### src/rtl/pe_feeder_pkg.sv
// pe_feeder_pkg: shared widths, FSM state encodings and PE bound-level codes
// for the convolution PE issue-side sequencer.
package pe_feeder_pkg;

    localparam int CELL_BIT = 8;   // bits per cell
    localparam int N_CELL   = 9;   // cells per beat (3x3 window)
    localparam int BIAS_W   = 16;  // bias width

    // Sequencer states
    localparam logic [1:0] ST_IDLE  = 2'd0;
    localparam logic [1:0] ST_FILL  = 2'd1;
    localparam logic [1:0] ST_ISSUE = 2'd2;

    // Bound-level encodings understood by the PE
    localparam logic [2:0] BOUND_L0 = 3'd0;
    localparam logic [2:0] BOUND_L1 = 3'd1;
    localparam logic [2:0] BOUND_L2 = 3'd2;
    localparam logic [2:0] BOUND_L3 = 3'd3;
    localparam logic [2:0] BOUND_L4 = 3'd4;
    localparam logic [2:0] BOUND_L5 = 3'd5;

endpackage

### src/rtl/pe_group_buf.sv
// pe_group_buf: one-group beat buffer for pe_feeder.
// DEPTH x W register file, one write port and one asynchronous read port.
// Data is not reset; validity is tracked by the owner's counters.
//   clk    : clock
//   we     : write enable
//   waddr  : write address
//   wdata  : write data ({in, weight})
//   raddr  : read address
//   rdata  : read data (combinational)
module pe_group_buf #(
    parameter int DEPTH = 8,
    parameter int W     = 144,
    parameter int AW    = 3
) (
    input  logic          clk,
    input  logic          we,
    input  logic [AW-1:0] waddr,
    input  logic [W-1:0]  wdata,
    input  logic [AW-1:0] raddr,
    output logic [W-1:0]  rdata
);

    logic [W-1:0] mem_q [DEPTH];

    always_ff @(posedge clk) begin
        if (we) mem_q[waddr] <= wdata;
    end

    assign rdata = mem_q[raddr];

endmodule

### src/rtl/pe_feeder.sv
// pe_feeder: buffers one accumulation group of input/weight beats and then
// drives the PE with en held high for step+1 unbroken cycles. Counts PE
// out_en pulses so the controller can tell when all issued groups are done.
//   cfg_*      : per-group descriptor (step, bound level, bias), ready/valid
//   s_*        : 72-bit input/weight beat stream, ready/valid
//   pe_*       : registered PE drive (in, weight, bias, step, bound, en)
//   pe_out_en  : PE output-valid pulse
//   pending    : groups issued but not yet answered
//   idle       : nothing buffered, nothing outstanding
module pe_feeder
    import pe_feeder_pkg::*;
#(
    parameter int CB        = CELL_BIT,
    parameter int NC        = N_CELL,
    parameter int BW        = BIAS_W,
    parameter int MAX_BEATS = 8,
    parameter int MAX_PEND  = 3
) (
    input  logic               clk,
    input  logic               reset,
    input  logic               cfg_valid,
    output logic               cfg_ready,
    input  logic [2:0]         cfg_step,
    input  logic [2:0]         cfg_bound,
    input  logic [BW-1:0]      cfg_bias,
    input  logic               s_valid,
    output logic               s_ready,
    input  logic [CB*NC-1:0]   s_in,
    input  logic [CB*NC-1:0]   s_weight,
    output logic [CB*NC-1:0]   pe_in,
    output logic [CB*NC-1:0]   pe_weight,
    output logic [BW-1:0]      pe_bias,
    output logic [2:0]         pe_step,
    output logic [2:0]         pe_bound_level,
    output logic               pe_en,
    input  logic               pe_out_en,
    output logic [1:0]         pending,
    output logic               idle
);

    localparam int         DW         = CB * NC;
    localparam int         AW         = $clog2(MAX_BEATS);
    localparam logic [1:0] MAX_PEND_V = 2'(MAX_PEND);

    logic [1:0]    state_q, state_d;
    logic [2:0]    step_q, step_d;
    logic [2:0]    bound_q, bound_d;
    logic [BW-1:0] bias_q, bias_d;
    logic [AW-1:0] wcnt_q, wcnt_d;
    logic [AW-1:0] rcnt_q, rcnt_d;
    logic [1:0]    pending_q, pending_d;

    logic [DW-1:0] pe_in_q, pe_in_d;
    logic [DW-1:0] pe_weight_q, pe_weight_d;
    logic [BW-1:0] pe_bias_q, pe_bias_d;
    logic [2:0]    pe_step_q, pe_step_d;
    logic [2:0]    pe_bound_q, pe_bound_d;
    logic          pe_en_q, pe_en_d;

    logic          cfg_hs, s_hs, last_issue;
    logic [AW-1:0] raddr;
    logic [2*DW-1:0] rdata;

    assign cfg_ready  = (state_q == ST_IDLE) && (pending_q < MAX_PEND_V);
    assign s_ready    = (state_q == ST_FILL);
    assign cfg_hs     = cfg_valid && cfg_ready;
    assign s_hs       = s_valid && s_ready;
    assign last_issue = (state_q == ST_ISSUE) && (rcnt_q == AW'(step_q));

    // The PE registers are loaded one beat ahead of the ISSUE cycle that shows
    // them, so during FILL the read port looks at beat 0 and during ISSUE it
    // looks at the beat after the one currently on the outputs.
    assign raddr = (state_q == ST_ISSUE) ? rcnt_q + AW'(1) : '0;

    pe_group_buf #(
        .DEPTH (MAX_BEATS),
        .W     (2 * DW),
        .AW    (AW)
    ) u_buf (
        .clk   (clk),
        .we    (s_hs),
        .waddr (wcnt_q),
        .wdata ({s_in, s_weight}),
        .raddr (raddr),
        .rdata (rdata)
    );

    always_comb begin
        state_d     = state_q;
        step_d      = step_q;
        bound_d     = bound_q;
        bias_d      = bias_q;
        wcnt_d      = wcnt_q;
        rcnt_d      = rcnt_q;
        pe_step_d   = pe_step_q;
        pe_bound_d  = pe_bound_q;
        pe_en_d     = 1'b0;
        pe_in_d     = '0;
        pe_weight_d = '0;
        pe_bias_d   = '0;

        case (state_q)
            ST_IDLE: begin
                if (cfg_hs) begin
                    step_d     = cfg_step;
                    bound_d    = cfg_bound;
                    bias_d     = cfg_bias;
                    pe_step_d  = cfg_step;
                    pe_bound_d = cfg_bound;
                    wcnt_d     = '0;
                    state_d    = ST_FILL;
                end
            end
            ST_FILL: begin
                if (s_hs) begin
                    wcnt_d = wcnt_q + AW'(1);
                    if (wcnt_q == AW'(step_q)) begin
                        state_d   = ST_ISSUE;
                        rcnt_d    = '0;
                        pe_en_d   = 1'b1;
                        pe_bias_d = bias_q;
                        // A one-beat group has beat 0 arriving right now,
                        // not yet in the buffer.
                        if (step_q == 3'd0) begin
                            pe_in_d     = s_in;
                            pe_weight_d = s_weight;
                        end else begin
                            pe_in_d     = rdata[2*DW-1:DW];
                            pe_weight_d = rdata[DW-1:0];
                        end
                    end
                end
            end
            ST_ISSUE: begin
                if (last_issue) begin
                    state_d = ST_IDLE;
                end else begin
                    rcnt_d      = rcnt_q + AW'(1);
                    pe_en_d     = 1'b1;
                    pe_in_d     = rdata[2*DW-1:DW];
                    pe_weight_d = rdata[DW-1:0];
                end
            end
            default: state_d = ST_IDLE;
        endcase
    end

    // Completion and retirement in the same cycle cancel out; a stray
    // out_en with nothing outstanding is dropped.
    always_comb begin
        pending_d = pending_q;
        if (last_issue && !(pe_out_en && pending_q != 2'd0)) begin
            pending_d = pending_q + 2'd1;
        end else if (!last_issue && pe_out_en && pending_q != 2'd0) begin
            pending_d = pending_q - 2'd1;
        end
    end

    always_ff @(posedge clk) begin
        if (reset) begin
            state_q     <= ST_IDLE;
            step_q      <= '0;
            bound_q     <= '0;
            bias_q      <= '0;
            wcnt_q      <= '0;
            rcnt_q      <= '0;
            pending_q   <= '0;
            pe_in_q     <= '0;
            pe_weight_q <= '0;
            pe_bias_q   <= '0;
            pe_step_q   <= '0;
            pe_bound_q  <= '0;
            pe_en_q     <= 1'b0;
        end else begin
            state_q     <= state_d;
            step_q      <= step_d;
            bound_q     <= bound_d;
            bias_q      <= bias_d;
            wcnt_q      <= wcnt_d;
            rcnt_q      <= rcnt_d;
            pending_q   <= pending_d;
            pe_in_q     <= pe_in_d;
            pe_weight_q <= pe_weight_d;
            pe_bias_q   <= pe_bias_d;
            pe_step_q   <= pe_step_d;
            pe_bound_q  <= pe_bound_d;
            pe_en_q     <= pe_en_d;
        end
    end

    assign pe_in          = pe_in_q;
    assign pe_weight      = pe_weight_q;
    assign pe_bias        = pe_bias_q;
    assign pe_step        = pe_step_q;
    assign pe_bound_level = pe_bound_q;
    assign pe_en          = pe_en_q;
    assign pending        = pending_q;
    assign idle           = (state_q == ST_IDLE) && (pending_q == 2'd0);

endmodule

### config.mk
export PLATFORM = sky130hd
export DESIGN_NAME = pe_feeder
export DESIGN_NICKNAME = d
export VERILOG_FILES = /design/src/rtl/pe_feeder_pkg.sv /design/src/rtl/pe_group_buf.sv /design/src/rtl/pe_feeder.sv
export SDC_FILE = /design/constraint.sdc
export NUM_CORES = 1
export LEC_CHECK = 0
export BUFFER_PORTS_ARGS = -buffer_cell sky130_fd_sc_hd__buf_2
export CELL_PAD_IN_SITES_DETAIL_PLACEMENT = 1
export CELL_PAD_IN_SITES_GLOBAL_PLACEMENT = 1
export CORE_MARGIN = 2
export CORE_UTILIZATION = 49
export CTS_BUF_LIST = sky130_fd_sc_hd__clkbuf_4 sky130_fd_sc_hd__clkbuf_8
export DETAILED_ROUTE_END_ITERATION = 10
export PLACE_DENSITY_LB_ADDON = 0.1
export SYNTH_ARGS = -nofsm -noshare
export SYNTH_HDL_FRONTEND = slang
export SYNTH_HIERARCHICAL = 1
export SYNTH_SLANG_ARGS = --single-unit
### constraint.sdc
create_clock -name clk -period 11.8 [get_ports clk]
set_input_delay 1.77 -clock clk [delete_from_list [all_inputs] [get_ports clk]]
set_output_delay 1.77 -clock clk [all_outputs]
set_load 0.01 [all_outputs]
==> impl_results.md <==
- Status: finished clean
- Critical path fanouts, max: 72
- Remaining design rule violation count: 0
- Tot Pwr: 10.4 mW
- Start point of the worst min-delay path: bias_q[1]$_SDFFE_PP0P_
- Slew Limit Headroom: 23.5%
- Number of global-route vias before repair: 28580
- Grt total ovfl: 0
- Gates resized, CTS repair: 0
- Max rail drop VDD: 123 uV
- FF-to-FF path depth: 11
- Library cells used by synthesis: 47
- Final setup viols: 0
- Via density per instance: 5.60
- Ratio of cells with drive above 1 in the final layout: 37.3%
- Clock skew after layout: 0.0218 ns
- Leak: 20.0 nW
- Dpl cells: 4134
- Most common library cell in the layout ignoring fill and taps: sky130_fd_sc_hd__edfxtp_1
- Post-synthesis sequential element count: 1345
- Hold worst-path end: bias_q[1]$_SDFFE_PP0P_
- Kind of critical path: reg -> reg
- Chip Width: 326 um
- Utilization of the core after routing: 56.9%
- Actual transition at the worst max-transition pin: 1.15 ns
- Data required time of the critical path: 12.50 ns
- Max-cap violations: 0
- Sum Neg Setup Slack: 0 ns
- Global-route usage over all layers: 22.8%
- Initial Util: 49.6%
- Setup Fix Bufs, Post-CTS: 0
- Gate Count Post-Synth: 2520
- Total count of max-transition violations in the final report: 0
- Total Nets Final: 3157
- Area of the mapped netlist: 50700 um2
- Final routed wirelength across all metal layers: 119 mm
- Floorplan die area: 106000 um2
- Site row count: 117
- Yosys Warn Count: 6
- Final cell area excluding filler cells: 58100 um2
- Drt pass-1 iters: 5
- Total buffers and inverters traversed by the critical path: 6
- Setup ws final: 7.18 ns
- Count of hold-fix buffers inserted at cts: 0
- Detail Route Antenna Nets: 0
- Net Count, Synth: 2696
- Initial DRC Count: 1981
- Global-route wire length before repair: 181 mm
- RR Endpoint: pe_weight[16]$_SDFF_PP0_
- CP Launch Type: flop
- Die H: 326 um
- Pre-CTS setup slack: 6.46 ns
- Most used cells in the layout excluding fill and tap cells: sky130_fd_sc_hd__edfxtp_1 (1152), sky130_fd_sc_hd__buf_2 (342), sky130_fd_sc_hd__inv_1 (295)
- Clock Pin Slew Worst Setup and Hold Paths: 0.06 ns
- Biggest cell delay along the critical path: 0.94 ns
- Worst path top cell family by delay: buffers and inverters
- Total vias in the final route: 25426
- Fillers: 9060
- Critical Path AT: 5.32 ns
- CTS Buffer Depth: 3
- Min-delay worst type: reg -> reg
- Wire length per cell: 26.3 um
- Number of antenna violations at the first check in global routing: 24
- Number of top-level pins: 343
- Total core area: 102000 um2
- Root buffer selected by CTS: sky130_fd_sc_hd__clkbuf_8
- Cell with the largest stage delay on the worst path: sky130_fd_sc_hd__buf_4
- F_max: 216 MHz
- Fraction of the yosys area taken by sequential cells: 75.9%
- Cell area after placement: 53800 um2
- Clock period minus worst slack: 4.62 ns
- Power per unit of standard cell area: 179 nW/um2
- Hold Crit Depth: 2
- Number of hold violations in the final report: 0
- Maximum number of pins on one net before global-route repair: 116
- Post-Synthesis Mean Instance Area: 20.1 um2
- Portion of the clock cycle consumed by the worst path in the final layout: 39.2%
- Number of clock sinks: 1345
- Maximum level of the CTS H-tree: 4
- Crit-path cells: inv_1 -> ha_1 -> inv_1 -> nor2_4 -> buf_4 -> buf_4 -> buf_4 -> mux4_2 -> mux2_2 -> inv_1 -> o32ai_1
- Count of port buffers added during placement: 342
- Worst setup slack for register-to-register paths: 7.18 ns
- Clock tree from TritonCTS: built
- Area growth from synthesis to layout: 14.7%
- Detailed placement HPWL: 62.7 mm
- Source-to-sink clock delay at the later pin of the worst-skew pair: 0.86 ns
- Number of buffers inserted during clock tree synthesis: 213
- Unrepaired setup endpoints after global routing: false
- Post-Layout Cell Count: 4538
- Routability Congestion: 0.726
- Final-layout worst hold slack: 0.452 ns
- Crit end category: flop
- Worst R2R Start: state_q[0]$_SDFFE_PP0P_
## kinds of logic after synthesis
group,count (synthesis),synth area share (%)
flops,1345,75.9
compound gates,196,3.16
xor+xnor,8,0.138
buf+inv,433,3.73
mux,432,16.0
simple gates,101,0.992
fa+ha+maj,5,0.123
## how the worst max path moves through the flow
stage,from,to,slack [ns],cells past startpoint
after global placement,reset,pe_in[41]$_SDFF_PP0_,6.58,6
after CTS,state_q[0]$_SDFFE_PP0P_,pe_weight[16]$_SDFF_PP0_,7.14,11
after detailed placement,reset,pe_in[39]$_SDFF_PP0_,6.46,6
final,state_q[0]$_SDFFE_PP0P_,pe_weight[16]$_SDFF_PP0_,7.18,11
after floorplan,s_valid,u_buf/mem_q[2][0]$_DFFE_PP_,3.09,3
after global routing,state_q[0]$_SDFFE_PP0P_,pe_in[62]$_SDFF_PP0_,6.77,10
## final cells by class
| cell class | count | area, um2 | area share [%] |
|---|---|---|---|
| inverter | 295 | 1110 | 1.90 |
| tap | 1368 | 1710 | 2.94 |
| clock buffer | 310 | 3850 | 6.62 |
| sequential | 1345 | 38500 | 66.1 |
| multi-input combinational | 742 | 10400 | 18.0 |
| antenna | 8 | 20.0 | 0.0344 |
| timing repair buffer | 384 | 2100 | 3.62 |
| clock inverter | 86 | 455 | 0.783 |
## worst reg2reg max path: cells and delay by family (launching register included)
family | cells | cell delay (ns)
compound gates | 1 | 0.11
fa+ha+maj | 1 | 0.27
buf+inv | 6 | 2.78
flops | 1 | 0.33
mux | 2 | 0.84
simple gates | 1 | 0.14
## per-layer routing
layer  vias up  part of all wire (%)  global-route usage [%]  wire length, um
met4        14                   2.1                    6.96             2560
li1      10994                     -                       -                -
met2       774                    50                    37.4            59200
met5         -                 0.069                       0               82
met3       200                   5.8                    4.63             6930
met1     13444                    42                    31.0            50400
## flip-flops by register name (all words and copies together) (netlist names)
name and count:
pe_step 3, pe_bias 16, pe_in 72, pe_bound_level 3
wcnt_q 3, state_q 2, u_buf/mem_q 1152, pending 2
pe_en 1, pe_weight 72, bias_q 16, rcnt_q 3
## synth_stat cells, drive strengths merged
| master | number | area share [%] |
|---|---|---|
| o41ai | 2 | 0.035 |
| mux4 | 288 | 13 |
| o21ai | 5 | 0.049 |
| o21bai | 1 | 0.015 |
| xor2 | 1 | 0.017 |
| or3 | 2 | 0.025 |
| inv | 295 | 2.2 |
| xnor2 | 7 | 0.12 |
| and4 | 1 | 0.017 |
| a41o | 1 | 0.020 |
| a21boi | 3 | 0.044 |
| o211ai | 1 | 0.015 |
| mux2 | 144 | 3.2 |
| nand4 | 1 | 0.012 |
| a21oi | 28 | 0.28 |
| or4 | 2 | 0.030 |
| nor3 | 3 | 0.030 |
| a31o | 1 | 0.017 |
| edfxtp | 1152 | 68 |
| a31oi | 3 | 0.079 |
| o32ai | 144 | 2.5 |
| dfxtp | 193 | 7.6 |
| buf | 85 | 1.2 |
| o311ai | 2 | 0.035 |
| nor3b | 17 | 0.25 |
| nand3 | 2 | 0.030 |
| nand2b | 4 | 0.049 |
| nand4b | 1 | 0.017 |
| and2 | 3 | 0.037 |
| o2111a | 1 | 0.022 |
| o31ai | 2 | 0.030 |
| clkbuf | 53 | 0.39 |
| nor2 | 12 | 0.089 |
| a21bo | 1 | 0.020 |
| and3 | 1 | 0.012 |
| ha | 5 | 0.12 |
| nand3b | 1 | 0.015 |
| nand2 | 51 | 0.38 |
| a41oi | 1 | 0.017 |
## where the power goes
group	internal, mW	switching [mW]
clock	2.13	1.80
sequential	5.30	0.0460
combinational	0.478	0.639
Power figures use the tool's default switching activity.
